--- src/rtl/phy_rx_pkg.sv ---
// Shared encodings for the two-lane PHY receive lane controller.
package phy_rx_pkg;

  localparam int unsigned STATE_W = 3;
  localparam int unsigned LANE_W  = 2;
  localparam int unsigned ERR_W   = 8;

  localparam logic [STATE_W-1:0] ST_DOWN    = 3'd0;
  localparam logic [STATE_W-1:0] ST_SETTLE  = 3'd1;
  localparam logic [STATE_W-1:0] ST_ALIGN   = 3'd2;
  localparam logic [STATE_W-1:0] ST_UP      = 3'd3;
  localparam logic [STATE_W-1:0] ST_RETRAIN = 3'd4;

  localparam logic [LANE_W-1:0] LANE_NONE = 2'b00;
  localparam logic [LANE_W-1:0] LANE_L0   = 2'b01;
  localparam logic [LANE_W-1:0] LANE_L1   = 2'b10;
  localparam logic [LANE_W-1:0] LANE_BOTH = 2'b11;

endpackage

--- src/rtl/sat_cnt8.sv ---
// Saturating event counter, cleared only by reset.
module sat_cnt8
  import phy_rx_pkg::*;
(
  input  logic             clk,
  input  logic             reset,
  input  logic             inc,
  output logic [ERR_W-1:0] count
);

  always_ff @(posedge clk) begin
    if (reset) begin
      count <= '0;
    end else if (inc && (count != '1)) begin
      count <= count + ERR_W'(1);
    end
  end

endmodule

--- src/rtl/phy_rx_lane_ctrl.sv ---
// Link bring-up and lane sequencing for the two-lane PHY receive path:
// picks the active lane set, aligns the first byte, then supervises the link.
module phy_rx_lane_ctrl
  import phy_rx_pkg::*;
#(
  parameter int unsigned SETTLE_CYC   = 8,
  parameter int unsigned MAX_MISMATCH = 4,
  parameter int unsigned CNT_W        = 4
) (
  input  logic               clk_4f,
  input  logic               reset,
  input  logic               active0,
  input  logic               active1,
  input  logic               byte_valid0,
  input  logic               byte_valid1,
  output logic [LANE_W-1:0]  lane_en,
  output logic               link_up,
  output logic               datapath_rst,
  output logic               start_lane,
  output logic [ERR_W-1:0]   err_cnt,
  output logic [STATE_W-1:0] state
);

  logic [STATE_W-1:0] state_q, state_nxt;
  logic [LANE_W-1:0]  cand_q, cand_nxt;
  logic [CNT_W-1:0]   cnt_q, cnt_nxt;
  logic [CNT_W-1:0]   mm_q, mm_nxt;
  logic [LANE_W-1:0]  lane_en_q, lane_en_nxt;
  logic               link_up_q, link_up_nxt;
  logic               dp_rst_q, dp_rst_nxt;
  logic               start_q, start_nxt;
  logic               err_inc;

  logic [LANE_W-1:0]  act;
  logic [LANE_W-1:0]  vld;
  logic [CNT_W-1:0]   cnt_inc;
  logic               lost;
  logic               two_lane;

  assign act      = {active1, active0};
  assign vld      = {byte_valid1, byte_valid0} & lane_en_q;
  assign cnt_inc  = cnt_q + CNT_W'(1);
  assign lost     = (act & lane_en_q) != lane_en_q;
  assign two_lane = (lane_en_q == LANE_BOTH);

  // State and registered outputs
  always_ff @(posedge clk_4f) begin
    if (reset) begin
      state_q   <= ST_DOWN;
      cand_q    <= LANE_NONE;
      cnt_q     <= '0;
      mm_q      <= '0;
      lane_en_q <= LANE_NONE;
      link_up_q <= 1'b0;
      dp_rst_q  <= 1'b1;
      start_q   <= 1'b0;
    end else begin
      state_q   <= state_nxt;
      cand_q    <= cand_nxt;
      cnt_q     <= cnt_nxt;
      mm_q      <= mm_nxt;
      lane_en_q <= lane_en_nxt;
      link_up_q <= link_up_nxt;
      dp_rst_q  <= dp_rst_nxt;
      start_q   <= start_nxt;
    end
  end

  // Next-state and next-output decode
  always_comb begin
    state_nxt   = state_q;
    cand_nxt    = cand_q;
    cnt_nxt     = cnt_q;
    mm_nxt      = mm_q;
    lane_en_nxt = lane_en_q;
    link_up_nxt = link_up_q;
    dp_rst_nxt  = dp_rst_q;
    start_nxt   = start_q;
    err_inc     = 1'b0;

    case (state_q)
      ST_DOWN: begin
        if (act != LANE_NONE) begin
          cand_nxt  = act;
          cnt_nxt   = '0;
          state_nxt = ST_SETTLE;
        end
      end

      ST_SETTLE: begin
        if (act == LANE_NONE) begin
          state_nxt = ST_DOWN;
        end else if (act != cand_q) begin
          cand_nxt = act;
          cnt_nxt  = '0;
        end else if (cnt_inc == CNT_W'(SETTLE_CYC - 1)) begin
          cnt_nxt     = '0;
          lane_en_nxt = cand_q;
          dp_rst_nxt  = 1'b0;
          state_nxt   = ST_ALIGN;
        end else begin
          cnt_nxt = cnt_inc;
        end
      end

      ST_ALIGN: begin
        if (lost) begin
          state_nxt = ST_RETRAIN;
        end else if (two_lane) begin
          if (vld == LANE_BOTH) begin
            start_nxt = 1'b0;
            state_nxt = ST_UP;
          end else if (vld != LANE_NONE) begin
            err_inc   = 1'b1;
            state_nxt = ST_RETRAIN;
          end
        end else if (vld != LANE_NONE) begin
          // single-lane: only the enabled lane can be set in vld
          start_nxt = (vld == LANE_L1);
          state_nxt = ST_UP;
        end
      end

      ST_UP: begin
        if (lost) begin
          err_inc   = 1'b1;
          state_nxt = ST_RETRAIN;
        end else if (two_lane) begin
          if (byte_valid0 != byte_valid1) begin
            if (mm_q == CNT_W'(MAX_MISMATCH - 1)) begin
              err_inc   = 1'b1;
              state_nxt = ST_RETRAIN;
            end else begin
              mm_nxt = mm_q + CNT_W'(1);
            end
          end else begin
            mm_nxt = '0;
          end
        end
      end

      ST_RETRAIN: begin
        if (act == LANE_NONE) begin
          state_nxt = ST_DOWN;
        end else begin
          cand_nxt  = act;
          state_nxt = ST_SETTLE;
        end
      end

      default: begin
        state_nxt = ST_DOWN;
      end
    endcase

    // Outside ALIGN/UP the datapath is held in reset with no lanes enabled
    if ((state_nxt == ST_DOWN) || (state_nxt == ST_SETTLE) ||
        (state_nxt == ST_RETRAIN)) begin
      lane_en_nxt = LANE_NONE;
      link_up_nxt = 1'b0;
      dp_rst_nxt  = 1'b1;
    end
    if (state_nxt == ST_RETRAIN) begin
      cnt_nxt = '0;
      mm_nxt  = '0;
    end
    if (state_nxt == ST_ALIGN) begin
      link_up_nxt = 1'b0;
      mm_nxt      = '0;
    end
    if (state_nxt == ST_UP) begin
      link_up_nxt = 1'b1;
    end
  end

  sat_cnt8 u_err_cnt (
    .clk   (clk_4f),
    .reset (reset),
    .inc   (err_inc),
    .count (err_cnt)
  );

  assign lane_en      = lane_en_q;
  assign link_up      = link_up_q;
  assign datapath_rst = dp_rst_q;
  assign start_lane   = start_q;
  assign state        = state_q;

endmodule

--- config.mk ---
export PLATFORM = sky130hd
export DESIGN_NAME = phy_rx_lane_ctrl
export DESIGN_NICKNAME = d
export VERILOG_FILES = /design/src/rtl/phy_rx_pkg.sv /design/src/rtl/sat_cnt8.sv /design/src/rtl/phy_rx_lane_ctrl.sv
export SDC_FILE = /design/constraint.sdc
export NUM_CORES = 1
export LEC_CHECK = 0
export BUFFER_PORTS_ARGS = -buffer_cell sky130_fd_sc_hd__buf_2
export CELL_PAD_IN_SITES_DETAIL_PLACEMENT = 0
export CELL_PAD_IN_SITES_GLOBAL_PLACEMENT = 1
export CORE_MARGIN = 3
export CORE_UTILIZATION = 42
export DETAILED_ROUTE_END_ITERATION = 8
export GPL_TIMING_DRIVEN = 0
export PLACE_DENSITY_LB_ADDON = 0.08
export SLEW_MARGIN = 40
export SYNTH_ARGS = -nofsm -noshare
export SYNTH_HDL_FRONTEND = slang
export SYNTH_HIERARCHICAL = 1
export SYNTH_SLANG_ARGS = --single-unit
--- constraint.sdc ---
create_clock -name clk_4f -period 2.8 [get_ports clk_4f]
set_clock_uncertainty 0.1 [all_clocks]
set_input_delay 0.14 -clock clk_4f [delete_from_list [all_inputs] [get_ports clk_4f]]
set_output_delay 0.14 -clock clk_4f [all_outputs]
set_load 0.01 [all_outputs]
==> run_results.csv, run 1 <==
group,metric,value,unit
outcome,status,"completed",
floorplanning,io_pins,22,
yosys,ys_seq_area_share,33.4,%
power_and_ir_drop,ir_worst_vdd,0.271,mV
clocking,cts.sinks,26,
placed_design,io_buffers,21,
yosys,synth_top_area_cell,"dfxtp_1",
global_route,gr-usage-all-layers,16.7,%
global_route,grt_overflow,0,
power_and_ir_drop,p_comb_share,7.6,%
cells_and_area,nNetsFinal,219,
placed_design,dp_slack,0.356,ns
sta,fin_tns_setup,0,ns
cells_and_area,fill_cells,348,
routing,drtAntennaViolNets,0,
clocking,cts.hold.buffers_added,0,
floorplanning,initial_core_util,45.2,%
yosys,yosysMostFrequentCell,"dfxtp_1",
clocking,post_cts_resized,0,
cells_and_area,stdcell_area,1770,um^2
worst_setup_path,cp_data_arrival_time,2.58,ns
clocking,root_buffer,"clkbuf_8",
yosys,yosys.area.top_type_share,33.4,%
yosys,synth_seq_cells,26,
yosys,synth_area_leaders,"dfxtp_1 (33%), ha_1 (5.6%), a21oi_1 (4.5%)",
worst_setup_path,cp-end-kind,"flip-flop",
yosys,synth_cell_types,49,
sta,setup_viol,0,
floorplanning,die_w,66.9,um
sta,period_needed,2.48,ns
sta,worst-slew-pin-transition,0.626,ns
floorplanning,die-area,4470,um^2
sta,rsz0062_at_grt,"false",
yosys,ys.flop_type,"dfxtp_1",
worst_setup_path,start_kind,"flip-flop",
routing,wirelength,3480,um
yosys,synth_common_cells,"dfxtp_1 (26), a21oi_1 (14), nand2_1 (13)",
worst_setup_path,path_delay_family,"simple AND/OR/NAND/NOR gates",
clocking,cts_tree,"yes",
power_and_ir_drop,switching_share,22.7,%
sta,fmax,404,MHz
sta,slew_headroom,58.0,%
placed_design,dp_hpwl,2720,um
floorplanning,die-height,66.9,um
clocking,cts_setup_buffers,0,
sta,fin_crit_sh,88.5,%
run,maxCapViolCount,0,
cells_and_area,syn_to_final_growth,14.0,%
floorplanning,core,3440,um^2
clocking,clk_latency,0.27,ns
worst_hold_path,hold_path_class,"in2reg",
yosys,yosys_warnings,6,
clocking,cts_buffers,3,
worst_setup_path,critPathBufInv,0,
cells_and_area,diodes,0,
global_route,grt_pass1_vias,1257,
yosys,syn_avg_cell_area,8.65,um^2
yosys,syn_area,1560,um^2
worst_setup_path,critPathSlowestCell,"or3_2",
routing,drtIter0Drc,92,
global_route,grtUsageMet2,25.2,%
routing,route.detailed.drc,0,
worst_setup_path,worstSetupPathType,"reg2reg",
worst_setup_path,worstPathMaxFanout,6,
power_and_ir_drop,p_sw,152,uW
global_route,use_met3,2.53,%
worst_setup_path,crit_chain,"ha_1 -> nand2b_1 -> nor3_2 -> a21oi_1 -> nand2b_1 -> a21oi_1 -> nand4_1 -> or3_2 -> o21ai_1",
clocking,htreeDepth,1,
power_and_ir_drop,power_frac_clock,36.3,%
power_and_ir_drop,p_leak,0.000693,uW
sta,report.final.hold_viol_count,0,
routing,avgViaCountPerCell,5.66,
sta,slew_violations,0,
worst_setup_path,critPathRequiredTime,2.91,ns
routing,drt-wirelength-per-cell,13.9,um
power_and_ir_drop,pwr-share-seq,56.1,%
yosys,synth_edf_count,0,
power_and_ir_drop,power_density,377,nW/um^2
placed_design,post_dp_cell_area,1720,um^2
power_and_ir_drop,p_int,517,uW
worst_setup_path,critPathMaxStageDelay,0.45,ns
global_route,use_met1,24.1,%
yosys,async_flop_share,0,%
sta,finalWorstSetupSlack,0.322,ns
clocking,cts.clk_slew.worst_paths,0.09,ns
placed_design,place.gp.congestion,0.844,
yosys,synthCells,180,
floorplanning,rows,21,
global_route,grt.busiest_layer,"met2",
global_route,antenna_found_initial,0,
cells_and_area,drive_above_1_share,19.0,%
global_route,grt_pass1_wl,5780,um
yosys,syn_nets,193,
routing,vias,1421,
global_route,grt_max_degree,15,
routing,firstDrtPassIters,4,
clocking,cts_buffer_depth,2,
## per-layer routing
metal / routed length (um) / up-vias
met4: 37 / 0
met2: 1570 / 19
met1: 1770 / 674
met5: 0 / -
li1: - / 724
met3: 104 / 4
## cells by family after synthesis
group,count (synthesis),share of synthesized area (%)
buf+inv,10,2.97
simple gates,74,26.8
flops,26,33.4
compound gates,54,24.8
fa+ha+maj,7,5.63
mux,6,4.18
xor+xnor,3,2.17
## state kept, by name, summed over array words and instances, names as in the netlist
signal / cells
cand_q: 2
start_lane: 1
datapath_rst: 1
mm_q: 4
link_up: 1
lane_en: 2
cnt_q: 4
state: 3
u_err_cnt/count: 8
## stage by stage
stage,total power (uW),instances,utilization [%],hold WS (ns)
global placement,434,247,49.9,0.345
finish,669,251,51.5,0.0675
CTS,675,251,51.5,0.0693
detailed placement,435,247,49.9,0.352
floorplan,417,180,-,0.112
global route,693,251,51.5,0.0720
## worst paths after layout
path | depth (start not counted) | from | to | slack (ns)
worst max-delay path | 9 | mm_q[0] | u_err_cnt/count[3] | 0.32
worst min-delay path | 2 | reset | u_err_cnt/count[7] | 0.07
worst max register to register | 9 | mm_q[0] | u_err_cnt/count[3] | 0.32
worst min register to register | 2 | start_lane | start_lane | 0.38
## cell usage in the layout (no fill, tap or decap), types with 5 or more instances in the layout
cell type / count
dfxtp_1: 26
buf_2: 22
a21oi_1: 14
nand2_1: 13
nand3_1: 10
nor2_1: 10
a211oi_1: 9
nand2b_1: 7
o21ai_0: 7
ha_1: 7
inv_1: 6
nor2b_1: 5
mux2i_1: 5
## power groups by stage
stage,Clock (uW),Combinational [uW],Sequential [uW]
3_5_place_dp,0,50.6,384
4_1_cts,248,50.9,376
2_1_floorplan,0,32.9,384
3_3_place_gp,0,49.7,384
6_report,243,50.7,376
5_1_grt,261,55.9,376
## final cells by class
cell class | instances | area (um^2) | area share [%]
Tap cell | 46 | 57.6 | 3.24
Sequential cell | 26 | 520 | 29.3
Multi-Input combinational cell | 144 | 990 | 55.8
Clock buffer | 4 | 55.1 | 3.10
Inverter | 6 | 22.5 | 1.27
Timing Repair Buffer | 21 | 105 | 5.92
Buffer | 4 | 23.8 | 1.34
(Power assumes the default switching activity.)
==> run 2: changes to the inputs <==
--- a/config.mk
+++ b/config.mk
@@ -5,11 +5,10 @@
 export SDC_FILE = /design/constraint.sdc
 export NUM_CORES = 1
 export LEC_CHECK = 0
+export ABC_CLOCK_PERIOD_IN_PS = 2800
 export BUFFER_PORTS_ARGS = -buffer_cell sky130_fd_sc_hd__buf_2
-export CELL_PAD_IN_SITES_DETAIL_PLACEMENT = 0
-export CELL_PAD_IN_SITES_GLOBAL_PLACEMENT = 1
 export CORE_MARGIN = 3
-export CORE_UTILIZATION = 42
+export CORE_UTILIZATION = 55
 export DETAILED_ROUTE_END_ITERATION = 8
 export GPL_TIMING_DRIVEN = 0
 export PLACE_DENSITY_LB_ADDON = 0.08
@@ -18,3 +17,4 @@
 export SYNTH_HDL_FRONTEND = slang
 export SYNTH_HIERARCHICAL = 1
 export SYNTH_SLANG_ARGS = --single-unit
+export TNS_END_PERCENT = 10
==> run 2 against run 1 <==
Compared with the run above:
- core utilization increased by 16 points
- first-iteration DRC count increased by 3.3%
- fmax up 0.17%
- via count grew 2.3%
- routed wire length rose by 1.1%
- die area shrank 22%
- largest cell class unchanged
==> run_results.csv, run 2 (synthesis results as in run 1) <==
group,metric,value,unit
worst_setup_path,r2r-start,"mm_q[0]",
power_and_ir_drop,pwr-share-seq,60.5,%
sta,fin_crit_sh,88.3,%
power_and_ir_drop,ir_worst_vdd,0.288,mV
routing,wirelength,3520,um
routing,route.detailed.drc,0,
cells_and_area,fill_cells,238,
sta,fin_tns_setup,0,ns
worst_setup_path,cp_data_arrival_time,2.65,ns
clocking,cts_buffers,3,
placed_design,dp_hpwl,2690,um
routing,vias,1453,
global_route,use_met3,2.18,%
sta,slew_violations,0,
placed_design,io_buffers,21,
sta,setup_viol,0,
global_route,grt_pass1_wl,6010,um
cells_and_area,diodes,0,
clocking,cts_buffer_depth,2,
cells_and_area,largest-register,"u_err_cnt/count",
worst_setup_path,crit_start,"mm_q[0]",
sta,report.final.hold_viol_count,0,
worst_setup_path,cp-end-kind,"flip-flop",
clocking,cts.sinks,26,
power_and_ir_drop,p_sw,150,uW
sta,period_needed,2.47,ns
worst_setup_path,r2r_slack,0.33,ns
clocking,post_cts_resized,0,
floorplanning,die-height,59.2,um
sta,worst-slew-pin-transition,0.605,ns
cells_and_area,fin_util,67.4,%
floorplanning,rows,18,
global_route,grt_max_degree,15,
placed_design,place.gp.congestion,0.861,
worst_setup_path,critPathRequiredTime,2.98,ns
clocking,cts.clk_slew.worst_paths,0.14,ns
power_and_ir_drop,p_comb_share,8.4,%
clocking,clk_latency,0.33,ns
worst_setup_path,worstPathMaxFanout,6,
routing,firstDrtPassIters,4,
cells_and_area,final_common_cell,"dfxtp_1",
routing,drt-wirelength-per-cell,14.9,um
power_and_ir_drop,p_int,473,uW
floorplanning,io_pins,22,
global_route,grt.busiest_layer,"met1",
worst_setup_path,worstSetupPathType,"reg2reg",
floorplanning,die-area,3500,um^2
clocking,cts_tree,"yes",
sta,rsz0062_at_grt,"false",
sta,slew_headroom,59.4,%
global_route,grt_overflow,0,
power_and_ir_drop,power_frac_clock,31.1,%
cells_and_area,nNetsFinal,220,
clocking,htreeDepth,1,
routing,drtIter0Drc,95,
cells_and_area,largest_reg_flops,8,
power_and_ir_drop,switching_share,24.0,%
global_route,gr-usage-all-layers,22.1,%
cells_and_area,reg_top3,"u_err_cnt/count (8), cnt_q (4), mm_q (4)",
worst_setup_path,crit_path_end,"u_err_cnt/count[3]",
cells_and_area,drive_above_1_share,18.9,%
sta,fmax,404,MHz
global_route,grtUsageMet2,32.1,%
floorplanning,core,2590,um^2
clocking,root_buffer,"clkbuf_4",
worst_setup_path,r2r_cells,9,
worst_setup_path,start_kind,"flip-flop",
power_and_ir_drop,power_density,357,nW/um^2
global_route,use_met1,32.4,%
run,maxCapViolCount,0,
cells_and_area,syn_to_final_growth,12.1,%
power_and_ir_drop,p_leak,0.000689,uW
routing,drtAntennaViolNets,0,
cells_and_area,layout_common_cells,"dfxtp_1 (26), buf_2 (22), a21oi_1 (14)",
floorplanning,initial_core_util,60.1,%
global_route,grt_pass1_vias,1323,
routing,avgViaCountPerCell,6.16,
floorplanning,die_w,59.2,um
outcome,status,"completed",
worst_setup_path,reg2reg_to,"u_err_cnt/count[3]",
global_route,antenna_found_initial,0,
worst_hold_path,hold_path_class,"in2reg",
-- run 2: cell types whose count changed in the layout (fill, tap and decap cells not counted) --
cell	delta
clkbuf_4	+3
clkbuf_8	-3
dlygate4sd3_1	+1
-- run 2: what timing repair did --
item                                   4_1_cts  5_1_grt
endpoints found under the hold margin        3        0
setup buffers                                0        0
hold buffers                                 1        0
-- run 2: worst min-delay path by stage --
stage	from	to	cells after the start	slack (ns)
3_3_place_gp	reset	u_err_cnt/count[7]	2	0.34
2_1_floorplan	reset	u_err_cnt/count[7]	1	0.11
4_1_cts	active0	cand_q[0]	3	0.03
5_1_grt	active0	cand_q[0]	3	0.06
6_report	active0	cand_q[0]	3	0.04
3_5_place_dp	datapath_rst	datapath_rst	1	0.35
-- run 2: final cells by class --
| class | count | area (um^2) | area share, % |
|---|---|---|---|
| Sequential cell | 26 | 520 | 29.8 |
| Multi-Input combinational cell | 144 | 990 | 56.7 |
| Inverter | 6 | 22.5 | 1.29 |
| Timing Repair Buffer | 22 | 115 | 6.59 |
| Tap cell | 30 | 37.5 | 2.15 |
| Clock buffer | 4 | 36.3 | 2.08 |
| Buffer | 4 | 23.8 | 1.36 |
-- run 2: routing by layer --
metal	vias up	wire, um
met5	-	0
met4	0	58
met3	5	175
met2	41	1620
met1	680	1660
li1	727	-
-- run 2: metrics by stage --
step                setup slack [ns]  power, uW  cell area [um^2]  std cells  hold WS [ns]
floorplan                      0.729        417              1560        180         0.112
global placement               0.451        433              1700        231         0.341
detailed placement             0.359        435              1700        231         0.351
CTS                            0.321        630              1750        236        0.0282
global route                   0.129        650              1750        236        0.0554
finish                         0.327        622              1750        236        0.0365
-- run 2: critical path, stage by stage (launching register included) --
cell      delay, ns
dfxtp_1        0.40
ha_1           0.18
nand2b_1       0.11
nor3_2         0.23
a21oi_1        0.11
nand2b_1       0.15
a21oi_1        0.38
nand4_1        0.24
or3_2          0.45
o21ai_1        0.07
-- run 2: power groups by stage --
stage,combinational (uW),clock [uW],sequential [uW]
2_1_floorplan,32.9,0,384
3_3_place_gp,48.8,0,384
3_5_place_dp,50.1,0,385
4_1_cts,51.5,202,377
5_1_grt,57.3,215,377
6_report,52.1,194,377
==> run 3: changes to the inputs <==
--- a/config.mk
+++ b/config.mk
@@ -9,8 +9,9 @@
 export BUFFER_PORTS_ARGS = -buffer_cell sky130_fd_sc_hd__buf_2
 export CORE_MARGIN = 3
 export CORE_UTILIZATION = 55
+export CTS_BUF_LIST = sky130_fd_sc_hd__clkbuf_8 sky130_fd_sc_hd__clkbuf_16
 export DETAILED_ROUTE_END_ITERATION = 8
-export GPL_TIMING_DRIVEN = 0
+export GPL_TIMING_DRIVEN = 1
 export PLACE_DENSITY_LB_ADDON = 0.08
 export SLEW_MARGIN = 40
 export SYNTH_ARGS = -nofsm -noshare
==> run 3 against run 2 <==
Compared with the run above:
- setup slack better by 0.14 ns
- clock power is 30% higher
- largest power group unchanged
- critical path type unchanged
- routed wire length down 2.8%
- flip-flop and latch count stayed put
- final cell count shrank 2.1%
- global-route usage decreased by 1.3 points
- first-iteration DRC count down 26%
==> run_results.csv, run 3 (synthesis results as in run 1) <==
group,metric,value,unit
outcome,status,"completed",
cells_and_area,layout_common_cells,"dfxtp_1 (26), buf_2 (21), a21oi_1 (14)",
worst_setup_path,crit_path_end,"u_err_cnt/count[3]",
placed_design,dp_slack,0.490,ns
clocking,cts.clk_slew.worst_paths,0.10,ns
sta,worst-slew-pin-transition,0.623,ns
floorplanning,rows,18,
clocking,cts_tree,"yes",
power_and_ir_drop,switching_share,23.7,%
global_route,grt_max_degree,20,
clocking,cts_buffers,3,
sta,finalWorstSetupSlack,0.468,ns
power_and_ir_drop,power_frac_clock,37.2,%
power_and_ir_drop,pwr-share-seq,55.9,%
global_route,grt_pass1_wl,5720,um
sta,slew_headroom,58.2,%
cells_and_area,largest_reg_flops,8,
routing,vias,1438,
floorplanning,initial_core_util,60.1,%
worst_setup_path,r2r_cells,9,
routing,avgViaCountPerCell,6.23,
worst_setup_path,r2r-start,"mm_q[0]",
worst_setup_path,crit_start,"mm_q[0]",
sta,setup_viol,0,
floorplanning,core,2590,um^2
sta,report.final.hold_viol_count,0,
placed_design,dp_hpwl,2630,um
clocking,cts_setup_buffers,0,
worst_setup_path,worstSetupPathType,"reg2reg",
cells_and_area,stdcell_area,1730,um^2
global_route,gr-usage-all-layers,20.8,%
placed_design,io_buffers,21,
clocking,cts.hold.buffers_added,0,
clocking,htreeDepth,1,
cells_and_area,layoutNonFillerInstCount,231,
routing,drtIter0Drc,70,
placed_design,dpl.cell_count,227,
worst_setup_path,cp_data_arrival_time,2.45,ns
placed_design,place.gp.congestion,0.906,
power_and_ir_drop,power_density,391,nW/um^2
worst_hold_path,hold_path_class,"in2reg",
power_and_ir_drop,p_sw,160,uW
sta,slew_violations,0,
run,maxCapViolCount,0,
worst_setup_path,critPathMaxStageDelay,0.43,ns
worst_setup_path,critPathBufInv,0,
worst_setup_path,critical_path_depth,9,
worst_setup_path,r2r_slack,0.47,ns
cells_and_area,largest-register,"u_err_cnt/count",
cells_and_area,diodes,0,
sta,fin_crit_sh,83.3,%
global_route,grt_pass1_vias,1333,
floorplanning,io_pins,22,
clocking,cts.sinks,26,
sta,fin_tns_setup,0,ns
worst_hold_path,holdPathStages,3,
worst_setup_path,crit_chain,"ha_1 -> nand2b_1 -> nor3_2 -> a21oi_1 -> nand2b_1 -> a21oi_1 -> nand4_1 -> or3_2 -> o21ai_1",
cells_and_area,final_common_cell,"dfxtp_1",
power_and_ir_drop,p_leak,0.000680,uW
sta,period_needed,2.33,ns
global_route,grt_overflow,0,
worst_setup_path,reg2reg_to,"u_err_cnt/count[3]",
floorplanning,die-area,3500,um^2
worst_setup_path,critPathRequiredTime,2.92,ns
power_and_ir_drop,p_int,516,uW
routing,wirelength,3420,um
clocking,root_buffer,"clkbuf_8",
cells_and_area,drive_above_1_share,18.4,%
clocking,post_cts_resized,0,
cells_and_area,fill_cells,228,
routing,drtAntennaViolNets,0,
clocking,clk_latency,0.28,ns
cells_and_area,nNetsFinal,215,
worst_setup_path,cp-end-kind,"flip-flop",
cells_and_area,reg_top3,"u_err_cnt/count (8), cnt_q (4), mm_q (4)",
cells_and_area,syn_to_final_growth,11.2,%
power_and_ir_drop,ir_worst_vdd,0.437,mV
routing,drt-wirelength-per-cell,14.8,um
routing,firstDrtPassIters,4,
clocking,cts_buffer_depth,2,
routing,route.detailed.drc,0,
worst_setup_path,start_kind,"flip-flop",
floorplanning,die-height,59.2,um
placed_design,post_dp_cell_area,1680,um^2
sta,rsz0062_at_grt,"false",
cells_and_area,register_area,520,um^2
power_and_ir_drop,p_comb_share,6.9,%
global_route,antenna_found_initial,0,
worst_setup_path,worstPathMaxFanout,6,
worst_setup_path,path_delay_family,"simple AND/OR/NAND/NOR gates",
cells_and_area,multi_input_area,990,um^2
floorplanning,die_w,59.2,um
worst_setup_path,critPathSlowestCell,"or3_2",
sta,fmax,429,MHz
-- run 3: worst min path at each step --
stage | start | end | slack (ns)
3_3_place_gp | datapath_rst | datapath_rst | 0.34
2_1_floorplan | reset | u_err_cnt/count[7] | 0.11
4_1_cts | active1 | cand_q[1] | 0.08
5_1_grt | active1 | cand_q[1] | 0.13
3_5_place_dp | datapath_rst | datapath_rst | 0.35
6_report | active1 | cand_q[1] | 0.09
-- run 3: per-layer routing --
metal / track usage [%] / part of all wire (%) / up-vias / wire length (um)
met1: 27.5 / 49 / 690 / 1660
li1: - / - / 718 / -
met4: 6.47 / 0.64 / 0 / 22
met5: 0 / 0 / - / 0
met2: 33.1 / 47 / 26 / 1600
met3: 5.23 / 3.9 / 4 / 133
-- run 3: power groups by stage --
stage          Sequential (uW)  Combinational [uW]  Clock, uW
2_1_floorplan              384                32.9          0
3_3_place_gp               386                45.7          0
3_5_place_dp               387                46.5          0
4_1_cts                    378                46.8        255
5_1_grt                    379                51.5        268
6_report                   378                46.8        252
-- run 3: metrics by stage --
stage                     hold slack, ns  power, uW  util [%]
final                             0.0909        677      66.8
after global placement             0.344        432      64.7
after global routing               0.128        699      66.8
after CTS                         0.0817        680      66.8
after detailed placement           0.349        433      64.7
after floorplan                    0.112        417         -
-- run 3: worst min-delay path: stages --
cell     delay (ns)
buf_2          0.14
mux2i_1        0.08
nor2_1         0.07
-- run 3: cell type report --
cell class	instances	area share [%]
Tap cell	30	2.17
Clock buffer	4	3.18
Multi-Input combinational cell	144	57.2
Sequential cell	26	30.1
Timing Repair Buffer	21	6.07
Inverter	6	1.30
